## src/rtl/fetch_stage.sv

```systemverilog
// rtl/fetch_stage.sv - MIPS instruction-fetch stage with IF/ID pipeline register
// Optional perf_fetched/perf_bubbles counters under `define FETCH_PERF_CNT_EN.
module fetch_stage #(
  parameter logic [31:0] RESET_PC = 32'h0000_0000,
  parameter logic [31:0] NOP_WORD = 32'h0000_0000
) (
  input  logic        clk,
  input  logic        rst_n,
  output logic [31:0] imem_addr,
  input  logic [31:0] imem_rdata,
  input  logic        stall,
  input  logic        id_branch_taken,
  input  logic        id_jump,
  output logic [31:0] if_id_instr,
  output logic [31:0] if_id_pc_plus4,
  output logic        if_id_valid,
  output logic [5:0]  OP,
  output logic [5:0]  func,
  output logic [31:0] pc
`ifdef FETCH_PERF_CNT_EN
  ,
  output logic [31:0] perf_fetched,
  output logic [31:0] perf_bubbles
`endif
);

  typedef enum logic [1:0] {
    SEL_HOLD,
    SEL_JUMP,
    SEL_BRANCH,
    SEL_SEQ
  } sel_t;

  localparam logic [31:0] RESET_PC_ALIGNED = {RESET_PC[31:2], 2'b00};

  sel_t        sel;
  logic [31:0] pc_next_seq;
  logic [31:0] branch_offset;
  logic [31:0] branch_target;
  logic [31:0] jump_target;

  assign imem_addr     = pc;
  assign OP            = if_id_instr[31:26];
  assign func          = if_id_instr[5:0];
  assign pc_next_seq   = pc + 32'd4;
  assign branch_offset = {{14{if_id_instr[15]}}, if_id_instr[15:0], 2'b00};
  assign branch_target = if_id_pc_plus4 + branch_offset;
  assign jump_target   = {if_id_pc_plus4[31:28], if_id_instr[25:0], 2'b00};

  // A bubble in ID carries no real control flow, so it can never redirect.
  always_comb begin
    sel = SEL_SEQ;
    if (stall)
      sel = SEL_HOLD;
    else if (id_jump && if_id_valid)
      sel = SEL_JUMP;
    else if (id_branch_taken && if_id_valid)
      sel = SEL_BRANCH;
  end

  always_ff @(posedge clk or negedge rst_n) begin
    if (!rst_n) begin
      pc             <= RESET_PC_ALIGNED;
      if_id_instr    <= NOP_WORD;
      if_id_pc_plus4 <= 32'h0000_0000;
      if_id_valid    <= 1'b0;
    end else begin
      case (sel)
        SEL_JUMP: begin
          pc          <= jump_target;
          if_id_instr <= NOP_WORD;
          if_id_valid <= 1'b0;
        end
        SEL_BRANCH: begin
          pc          <= branch_target;
          if_id_instr <= NOP_WORD;
          if_id_valid <= 1'b0;
        end
        SEL_SEQ: begin
          pc             <= pc_next_seq;
          if_id_instr    <= imem_rdata;
          if_id_pc_plus4 <= pc_next_seq;
          if_id_valid    <= 1'b1;
        end
        default: ;
      endcase
    end
  end

`ifdef FETCH_PERF_CNT_EN
  always_ff @(posedge clk or negedge rst_n) begin
    if (!rst_n) begin
      perf_fetched <= 32'h0000_0000;
      perf_bubbles <= 32'h0000_0000;
    end else begin
      if (sel == SEL_SEQ)
        perf_fetched <= perf_fetched + 32'd1;
      if (sel == SEL_JUMP || sel == SEL_BRANCH)
        perf_bubbles <= perf_bubbles + 32'd1;
    end
  end
`endif

endmodule

```

## config.mk

```make
export PLATFORM = sky130hd
export DESIGN_NAME = fetch_stage
export DESIGN_NICKNAME = d
export VERILOG_FILES = /design/src/rtl/fetch_stage.sv
export SDC_FILE = /design/constraint.sdc
export NUM_CORES = 1
export LEC_CHECK = 0
export BUFFER_PORTS_ARGS = -buffer_cell sky130_fd_sc_hd__clkbuf_2
export CORE_UTILIZATION = 40
export DETAILED_ROUTE_END_ITERATION = 16
export GPL_TIMING_DRIVEN = 1
export PLACE_DENSITY = 0.74
export SLEW_MARGIN = 10
export SYNTH_ARGS = -nofsm -noshare
export SYNTH_HDL_FRONTEND = slang
export SYNTH_SLANG_ARGS = --single-unit
```

## constraint.sdc

```tcl
create_clock -name clk -period 5.1 [get_ports clk]
set_input_delay 1.02 -clock clk [delete_from_list [all_inputs] [get_ports clk]]
set_output_delay 1.02 -clock clk [all_outputs]
set_load 0.05 [all_outputs]
```

==> results of run 1 <==
metrics by stage:
| stage | utilization | hold slack, ns | setup WS [ns] | power [W] |
|---|---|---|---|---|
| finish | 0.4777 | 0.5119 | 1.731 | 0.003456 |
| global route | 0.4777 | 0.5495 | 1.548 | 0.003612 |
| CTS | 0.4777 | 0.5216 | 1.764 | 0.003457 |
| detailed placement | 0.4552 | 0.5044 | 1.394 | 0.002589 |
| global placement | 0.4552 | 0.4940 | 1.433 | 0.002572 |
| floorplan | - | 0.4873 | 1.954 | 0.002247 |
worst max-delay path, delay by kind of cell:
family / cells / cell delay [ns]
compound gates: 3 / 0.50
fa+ha+maj: 1 / 0.39
buf+inv: 3 / 0.95
simple gates: 3 / 0.80
registers in the layout, indices dropped and copies added (netlist names):
register	flops
if_id_instr	32
if_id_pc_plus4	32
if_id_valid	1
imem_addr	32
placed cells by master (no fill, tap or decap), types with 6 or more instances in the layout:
cell type / instances
clkbuf_2: 176
nand2_1: 139
dfrtp_1: 97
o21ai_0: 94
nor2_1: 59
a21oi_1: 55
ha_1: 31
xnor2_1: 28
nand3_1: 26
inv_1: 24
xor2_1: 18
nand4_1: 14
nor3_1: 11
a21o_1: 11
and3_1: 9
a211oi_1: 9
o21ai_1: 9
clkbuf_16: 9
a31oi_1: 8
buf_4: 8
o211ai_1: 6
nand2b_1: 6
o31ai_1: 6
synth_stat cells (4+ instances only):
master	count	area, µm²
nand3b_1	5	37.54
and3_1	9	56.30
clkbuf_1	33	123.9
buf_4	46	345.3
nand4_1	14	87.58
ha_1	33	412.9
a211oi_1	9	67.56
o211ai_1	6	45.04
a21oi_1	55	275.3
dfrtp_1	97	2427
nand3_1	26	130.1
o31ai_1	6	45.04
a21o_1	11	82.58
buf_2	8	40.04
nor2_1	59	221.5
o21ai_0	94	470.5
o21ai_1	9	45.04
mux2i_1	5	50.05
xor2_1	18	157.7
and4_1	5	43.79
xnor2_1	28	245.2
o21a_1	5	37.54
nand2b_1	6	37.54
nand2_1	139	521.8
o22ai_1	5	31.28
a31oi_1	8	50.05
inv_1	24	90.09
and2_1	4	25.02
nor3_1	11	55.05
or3_1	4	25.02
metal layers:
layer | routed length, µm | vias up | track usage | share of wire
li1 | - | 3173 | - | -
met1 | 9545 | 3267 | 0.3403 | 0.45
met2 | 9575 | 270 | 0.3655 | 0.45
met3 | 1439 | 30 | 0.02816 | 0.068
met4 | 509 | 0 | 0.09280 | 0.024
met5 | 0 | - | 0 | 0
layout make-up:
| cell class | count | share of cell area |
|---|---|---|
| multi-input combinational | 639 | 0.4866 |
| tap | 220 | 0.03438 |
| clock buffer | 10 | 0.02985 |
| clock inverter | 6 | 0.01719 |
| timing repair buffer | 184 | 0.1175 |
| sequential | 97 | 0.3032 |
| inverter | 24 | 0.01125 |
final timing paths:
check | from | to | slack (ns)
min in group asynchronous | rst_n | if_id_instr[3]$_DFFE_PN0P_ | 0.77
hold reg to reg | if_id_instr[27]$_DFFE_PN0P_ | if_id_instr[27]$_DFFE_PN0P_ | 0.51
hold / removal | if_id_instr[27]$_DFFE_PN0P_ | if_id_instr[27]$_DFFE_PN0P_ | 0.51
setup / recovery | id_jump | imem_addr[25]$_DFFE_PN0P_ | 1.73
setup reg to reg | if_id_valid$_DFFE_PN0P_ | imem_addr[25]$_DFFE_PN0P_ | 2.05
max in group asynchronous | rst_n | if_id_pc_plus4[12]$_DFFE_PN0P_ | 3.38
cell families after synthesis:
family	count (synthesis)
buffers and inverters	114
AND/OR/NAND/NOR	299
adder cells (fa/ha/maj)	34
flip-flops	97
XOR/XNOR	46
multiplexers	10
AO/OA/AOI/OAI	250
where the power goes:
group | internal, W | switching [W] | leakage, nW | total [W]
clock | 0.000545 | 0.000319 | 0.183 | 0.000865
sequential | 0.000882 | 0.000182 | 1.23 | 0.00106
combinational | 0.000396 | 0.00113 | 2.39 | 0.00153
==> metrics.cfg, run 1 <==
[status]
run_status = completed

[finish]
area_delta_synth_final_pct = 15.46
multiInputGateArea_mm2 = 0.003896
layout.nets = 1026
register_area_mm2 = 0.002427
fin_cells = 1180
n_fill_cell = 1654
final_cell_area_mm2 = 0.008006
antenna_cells = 0
final_layout_size_suffix_gt1_frac = 0.2344

[timing]
drv_slew = 0
finClkSkew_ns = 0.008883
timing.final.crit_share = 0.6606
timing.fmax_mhz = 296.8
hold_viol_final = 0
setup_tns_ns = 0
slew_headroom = 0.3808
min_period_ns = 3.369
setup_viol = 0
tightest_slew_ns = 0.9288
rsz0062_at_grt = false

[clock_network]
ctsLongestPathBuffers = 2
numCtsBuffers = 9
ctsResizeCount = 0
cts.sinks = 97
post_cts_buffers = 0
clk-insertion-delay-late_ns = 0.36
cts_root_buffer = clkbuf_16
cts_tree = built
holdBufCountCts = 0
htreeDepth = 3
clk_pin_slew_worst_paths_ns = 0.07

[placed_design]
dp_cells = 1164
placed_area_mm2 = 0.007630
gp_congestion = 0.9192
dp_hpwl_mm = 15.34
port_buffers = 177

[global_routing]
grt_overflow = 0
gr-usage-all-layers = 0.2379
first_global_vias = 6093
antenna_found_initial = 0
grt_pass1_wl_mm = 33.24
grt_max_degree = 90

[setup_path]
crit_fanout = 40
worstSetupPathType = input port to register
crit_path_end_kind = register
max_stage_delay_ns = 0.61
crit_arrival_ns = 3.67
crit_required_ns = 5.40
critPathLaunchType = input port
reg2regPathDepth = 9
path_cells = clkbuf_2, a21oi_2, inv_1, ha_4, inv_1, o21ai_0, nand2_1, or4b_2, a2bb2oi_1, nand2_1
slowest_stage = inv_1

[hold_path]
hold_path.class = register to register
whs_path_depth = 2

[synth]
synth_edf_count = 0
synthArstFlopShare = 1.000
synth_xor_area_frac = 0.05810
syn_nets = 921
syn_area_mm2 = 0.006934
synth_compound_area_frac = 0.2223
synth_adder_area_share = 0.06243
yosys_warnings = 0
synth_top_family_by_area = compound AO/OA/AOI/OAI gates
ys_types = 75
synth-seq-area-share = 0.3501
synth-simple-area-share = 0.2016
avgSynthCellArea_um2 = 8.158
ys_ff_latch = 97
synth_cells = 850
yosys-mux-area-fraction = 0.01534
synth_flop_cell = dfrtp_1

[routing]
ant_nets = 0
routed_wl_mm = 21.07
vias = 6740
vias_per_cell = 5.712
drtIter0Drc = 597
wl_per_cell_um = 17.86
drtPass1Iterations = 5
drc = 0

[die]
ios = 178
die-area_mm2 = 0.01787
initial_utilization = 0.4137
rows = 47
die_w_um = 133.7
chipHeight_um = 133.7
fp.coreArea_mm2 = 0.01676

[run]
max_cap_viol_count = 0

[pwr]
power_leakage_nw = 3.810
powerDensity_mw_per_mm2 = 431.7
ir_worst_vdd_mv = 0.1884

Note: power is estimated with default switching activity, not from simulation.
==> inputs of run 2 (changes only) <==
- PLACE_DENSITY: 0.74 -> 0.77
- clock period: 5.1 -> 2.9 ns (I/O delays scaled with it)
==> run 2 against run 1 <==
  * Combinational power grew 80%
  * Power rose by 72%
  * Clock skew shrank 0.0034 ns
  * Highest routed layer unchanged
==> metrics.cfg, run 2 (same netlist as run 1, synthesis figures left out) <==
[pwr]
power_frac_seq = 0.314  ; +0.006
power_leakage_nw = 3.926  ; +3.0%
power_frac_comb = 0.464  ; +0.022
powerDensity_mw_per_mm2 = 728.1  ; +69%
switching_share = 0.4856  ; +0.01338
clock_power_share = 0.223  ; -0.027
fin_total_pwr_w = 0.005961  ; +72%
p_sw_w = 0.002895  ; +77%
cellInternalPower_w = 0.003066  ; +68%
ir_worst_vdd_mv = 0.3625  ; +92%

[routing]
routed_wl_mm = 21.84  ; +3.7%
vias = 6765  ; +0.37%
drc = 0  ; unchanged
ant_nets = 0  ; unchanged
drtPass1Iterations = 6  ; +1
vias_per_cell = 5.605  ; -1.9%
wl_per_cell_um = 18.10  ; +1.4%
drtIter0Drc = 445  ; -25%

[setup_path]
critPathLaunchType = register
slowest_stage = dfrtp_1
crit_arrival_ns = 3.00  ; -0.67 ns
r2r_slack_ns = 0.15  ; -1.90 ns
worstSetupPathType = register to register
r2r_end = imem_addr[28]$_DFFE_PN0P_
cp_num_buf_inv = 1  ; -2
crit_path_end_kind = register
crit_fanout = 9  ; -78%
crit_family = compound AO/OA/AOI/OAI gates
worstReg2RegStart = if_id_instr[15]$_DFFE_PN0P_
reg2regPathDepth = 9  ; unchanged
path_cells = buf_4, ha_1, a21oi_1, nor2_1, a211oi_1, nand3_1, o21ai_1, xor2_1, o2bb2ai_1
crit_required_ns = 3.14  ; -2.26 ns
endpoint = imem_addr[28]$_DFFE_PN0P_
crit_cells = 9  ; -1
max_stage_delay_ns = 0.53  ; -0.08 ns
startpoint = if_id_instr[15]$_DFFE_PN0P_

[placed_design]
pre_cts_slack_ns = 0.1195  ; -1.274 ns
port_buffers = 177  ; unchanged
gp_congestion = 0.9085  ; -1.2%
dp_hpwl_mm = 16.09  ; +4.9%
dp_cells = 1191  ; +2.3%

[timing]
setup_slack_ns = 0.1465  ; -1.584 ns
min_period_ns = 2.753
hold_viol_final = 0  ; unchanged
setup_tns_ns = 0  ; unchanged
timing.final.crit_share = 0.9495
tightest_slew_ns = 0.6510  ; -0.2778 ns
setup_viol = 0  ; unchanged
slew_headroom = 0.5655  ; +0.1847
finClkSkew_ns = 0.005468  ; -0.003415 ns
rsz0062_at_grt = false
timing.fmax_mhz = 363.2
drv_slew = 0  ; unchanged

[global_routing]
grt_overflow = 0  ; unchanged
grt_max_degree = 103  ; +14%
grt_pass1_wl_mm = 34.74  ; +4.5%
gr-usage-all-layers = 0.2514  ; +0.01350
first_global_vias = 6450  ; +5.9%
antenna_found_initial = 0  ; unchanged

[finish]
final_layout_size_suffix_gt1_frac = 0.2543  ; +0.01993
final_cell_mix = 176 x clkbuf_2, 139 x nand2_1, 97 x dfrtp_1
antenna_cells = 0  ; unchanged
fin_cells = 1207  ; +2.3%
area_delta_synth_final_pct = 18.06
final_util = 0.4885  ; +0.01075
final_common_cell = clkbuf_2
layout.nets = 1053  ; +2.6%

[die]
ios = 178  ; unchanged
die-area_mm2 = 0.01787  ; unchanged
die_w_um = 133.7  ; unchanged
fp.coreArea_mm2 = 0.01676  ; unchanged
chipHeight_um = 133.7  ; unchanged
rows = 47  ; unchanged
initial_utilization = 0.4137  ; unchanged

[clock_network]
cts_root_buffer = clkbuf_16
ctsLongestPathBuffers = 2  ; unchanged
cts.sinks = 97  ; unchanged
cts_tree = built
htreeDepth = 3  ; unchanged
clk-insertion-delay-late_ns = 0.36  ; about the same
clk_pin_slew_worst_paths_ns = 0.07  ; about the same
numCtsBuffers = 9  ; unchanged

[hold_path]
hold_path.class = input port to asynchronous set/reset pin

[run]
max_cap_viol_count = 0  ; unchanged

[status]
run_status = completed

## run 2: routing by layer
| metal | GRT usage | share of wire | routed length (µm) | vias to the layer above |
|---|---|---|---|---|
| met2 | 0.3877 | 0.46 | 9998 | 265 |
| met3 | 0.04795 | 0.071 | 1549 | 29 |
| li1 | - | - | - | 3235 |
| met4 | 0.09091 | 0.020 | 447 | 0 |
| met5 | 0 | 0 | 0 | - |
| met1 | 0.3496 | 0.45 | 9847 | 3236 |
## run 2: repair_timing
item	4_1_cts	5_1_grt
hold buffers	0	0
resized for setup	0	1
buffers inserted	0	0
endpoints found under the setup margin	0	1
## run 2: cell type report
class	count	area (µm²)
fillers	1632	8573
multi-input cells	639	3901
flip-flops and latches	97	2427
repair buffers	211	1181
well taps	220	275.3
clock buffers	11	232.7
inverters	24	90.09
clock inverters	5	78.83
## run 2: power by group through the flow
stage	sequential [W]	clock, W	combinational, W
2_1_floorplan	0.00251	0	0.00144
3_3_place_gp	0.00189	0	0.00273
3_5_place_dp	0.00189	0	0.00274
4_1_cts	0.00186	0.00134	0.00275
5_1_grt	0.00190	0.00138	0.00295
6_report	0.00187	0.00133	0.00276
## run 2: worst min path at each step
stage	startpoint	to	slack, ns	cells after the start
global route	rst_n	imem_addr[4]$_DFFE_PN0P_	0.24	1
detailed placement	if_id_instr[30]$_DFFE_PN0P_	if_id_instr[30]$_DFFE_PN0P_	0.50	2
finish	rst_n	imem_addr[4]$_DFFE_PN0P_	0.20	1
global placement	if_id_instr[30]$_DFFE_PN0P_	if_id_instr[30]$_DFFE_PN0P_	0.49	2
CTS	rst_n	imem_addr[4]$_DFFE_PN0P_	0.21	1
floorplan	rst_n	if_id_instr[0]$_DFFE_PN0P_	0.28	0
## run 2: metrics by stage
step,hold slack (ns),area [µm²]
after floorplan,0.2844,6934
after global placement,0.4884,7870
after detailed placement,0.5017,7870
after CTS,0.2131,8182
after global routing,0.2355,8187
final,0.1998,8187
==> inputs of run 3 (changes only) <==
- CORE_ASPECT_RATIO: unset -> 2
- GPL_ROUTABILITY_DRIVEN: unset -> 1
- PLACE_DENSITY: 0.77 -> 0.74
==> run 3 against run 2 <==
  * Utilization shrank 0.076 points
  * Cell count shrank 0.83%
  * Combinational power is essentially flat
  * Count of clock-buffer cells in the layout shrank 2
  * Die area grew 0.18%
  * Global-route usage grew 1.2 points
  * Routed wire length grew 5.0%
  * Fmax grew 5.1%
==> metrics.cfg, run 3 (same netlist as run 1, synthesis figures left out) <==
[placed_design]
gp_congestion = 0.9804  ; +7.9%
dp_hpwl_mm = 17.46  ; +8.5%
port_buffers = 177  ; unchanged
pre_cts_slack_ns = 0.1759  ; +0.05635 ns
placed_area_mm2 = 0.007874  ; about the same

[pwr]
fin_total_pwr_w = 0.006044  ; +1.4%
powerDensity_mw_per_mm2 = 735.5  ; +1.0%
power_leakage_nw = 3.956  ; +0.76%
ir_worst_vdd_mv = 0.3145  ; -13%

[global_routing]
grt_overflow = 0  ; unchanged
grt_max_degree = 90  ; -13%
antenna_found_initial = 0  ; unchanged
grt_pass1_wl_mm = 35.53  ; +2.3%
gr-usage-all-layers = 0.2632  ; +0.01178
first_global_vias = 6579  ; +2.0%

[timing]
setup_tns_ns = 0  ; unchanged
min_period_ns = 2.620  ; -0.1336 ns
setup_viol = 0  ; unchanged
finClkSkew_ns = 0.01056  ; +0.005089 ns
setup_slack_ns = 0.2801  ; +0.1336 ns
slew_headroom = 0.5626  ; -0.002895
timing.fmax_mhz = 381.7  ; +5.1%
drv_slew = 0  ; unchanged
timing.final.crit_share = 0.9034  ; -0.04606
hold_viol_final = 0  ; unchanged
rsz0062_at_grt = false
tightest_slew_ns = 0.6492  ; -0.001801 ns

[clock_network]
clk-insertion-delay-late_ns = 0.36  ; about the same
numCtsBuffers = 9  ; unchanged
htreeDepth = 3  ; unchanged
cts.sinks = 97  ; unchanged
clk_pin_slew_worst_paths_ns = 0.07  ; about the same
holdBufCountCts = 0  ; unchanged
cts_tree = built
cts_root_buffer = clkbuf_16
ctsLongestPathBuffers = 2  ; unchanged

[finish]
final_util = 0.4877  ; -0.0007550
area_delta_synth_final_pct = 18.51
final_cell_area_mm2 = 0.008218  ; +0.38%
antenna_cells = 0  ; unchanged
final_cell_mix = 176 x clkbuf_2, 139 x nand2_1, 96 x dfrtp_1
final_layout_size_suffix_gt1_frac = 0.2586  ; +0.004280
layout.nets = 1056  ; +0.28%
final_common_cell = clkbuf_2

[routing]
ant_nets = 0  ; unchanged
vias = 6848  ; +1.2%
drtIter0Drc = 353  ; -21%
drtPass1Iterations = 5  ; -1
wl_per_cell_um = 19.16  ; +5.9%
drc = 0  ; unchanged
vias_per_cell = 5.721  ; +2.1%
routed_wl_mm = 22.94  ; +5.0%

[die]
rows = 67  ; +43%
chipHeight_um = 188.2  ; +41%
fp.coreArea_mm2 = 0.01685  ; +0.54%
initial_utilization = 0.4115  ; -0.002212
ios = 178  ; unchanged
die-area_mm2 = 0.01790  ; +0.18%
die_w_um = 95.10  ; -29%

[setup_path]
startpoint = if_id_instr[15]$_DFFE_PN0P_
crit_required_ns = 3.14  ; about the same
worstSetupPathType = register to register
worstReg2RegStart = if_id_instr[15]$_DFFE_PN0P_
crit_path_end_kind = register
critPathLaunchType = register
crit_fanout = 15  ; +6
crit_arrival_ns = 2.86  ; -0.14 ns

[status]
run_status = completed

[run]
max_cap_viol_count = 0  ; unchanged

[hold_path]
hold_path.class = input port to asynchronous set/reset pin

-- run 3: per-layer routing --
metal  part of all wire  vias up  global-route usage
li1                   -     3242                   -
met1               0.36     3253              0.2840
met2               0.54      280              0.4632
met3              0.042       73             0.03349
met4              0.063        0              0.1748
met5                  0        -                   0
-- run 3: timing repair --
item,4_1_cts,5_1_grt
setup endpoints to repair,0,1
setup buffers,0,0
gates resized for setup,0,1
-- run 3: where the power goes --
group / total [W] / switching [W] / internal (W)
registers: 0.00186 / 0.000310 / 0.00155
logic: 0.00277 / 0.00202 / 0.000753
clock network: 0.00141 / 0.000564 / 0.000845
-- run 3: through the flow --
step / std cells / hold WS [ns]
finish: 1197 / 0.04569
global route: 1197 / 0.05658
detailed placement: 1181 / 0.4237
floorplan: 850 / 0.2844
CTS: 1197 / 0.04592
global placement: 1181 / 0.4219
-- run 3: worst max-delay path, stage by stage (launching register included) --
cell and delay, ns:
dfrtp_2 0.53, ha_1 0.39, a21oi_1 0.32, o21ai_0 0.33, a21oi_1 0.23, o22ai_1 0.10
a211o_1 0.23, o31ai_1 0.25, a31oi_1 0.12
-- run 3: path summary, 6_finish.rpt --
path	slack, ns	end	cells after the start
setup / recovery	0.28	imem_addr[29]$_DFFE_PN0P_	8
hold / removal	0.05	if_id_instr[31]$_DFFE_PN0P_	1
setup reg to reg	0.28	imem_addr[29]$_DFFE_PN0P_	8
hold reg to reg	0.51	if_id_instr[18]$_DFFE_PN0P_	2
max in group asynchronous	2.13	if_id_instr[23]$_DFFE_PN0P_	2
min in group clk	0.44	if_id_instr[1]$_DFFE_PN0P_	3
-- run 3: area by class of cell --
type | instances | area [µm²]
clock buffers | 9 | 225.2
clock inverters | 7 | 117.6
fillers | 1713 | 8632
inverters | 24 | 90.09
multi-input cells | 639 | 3906
flip-flops and latches | 97 | 2429
well taps | 207 | 259.0
repair buffers | 214 | 1191
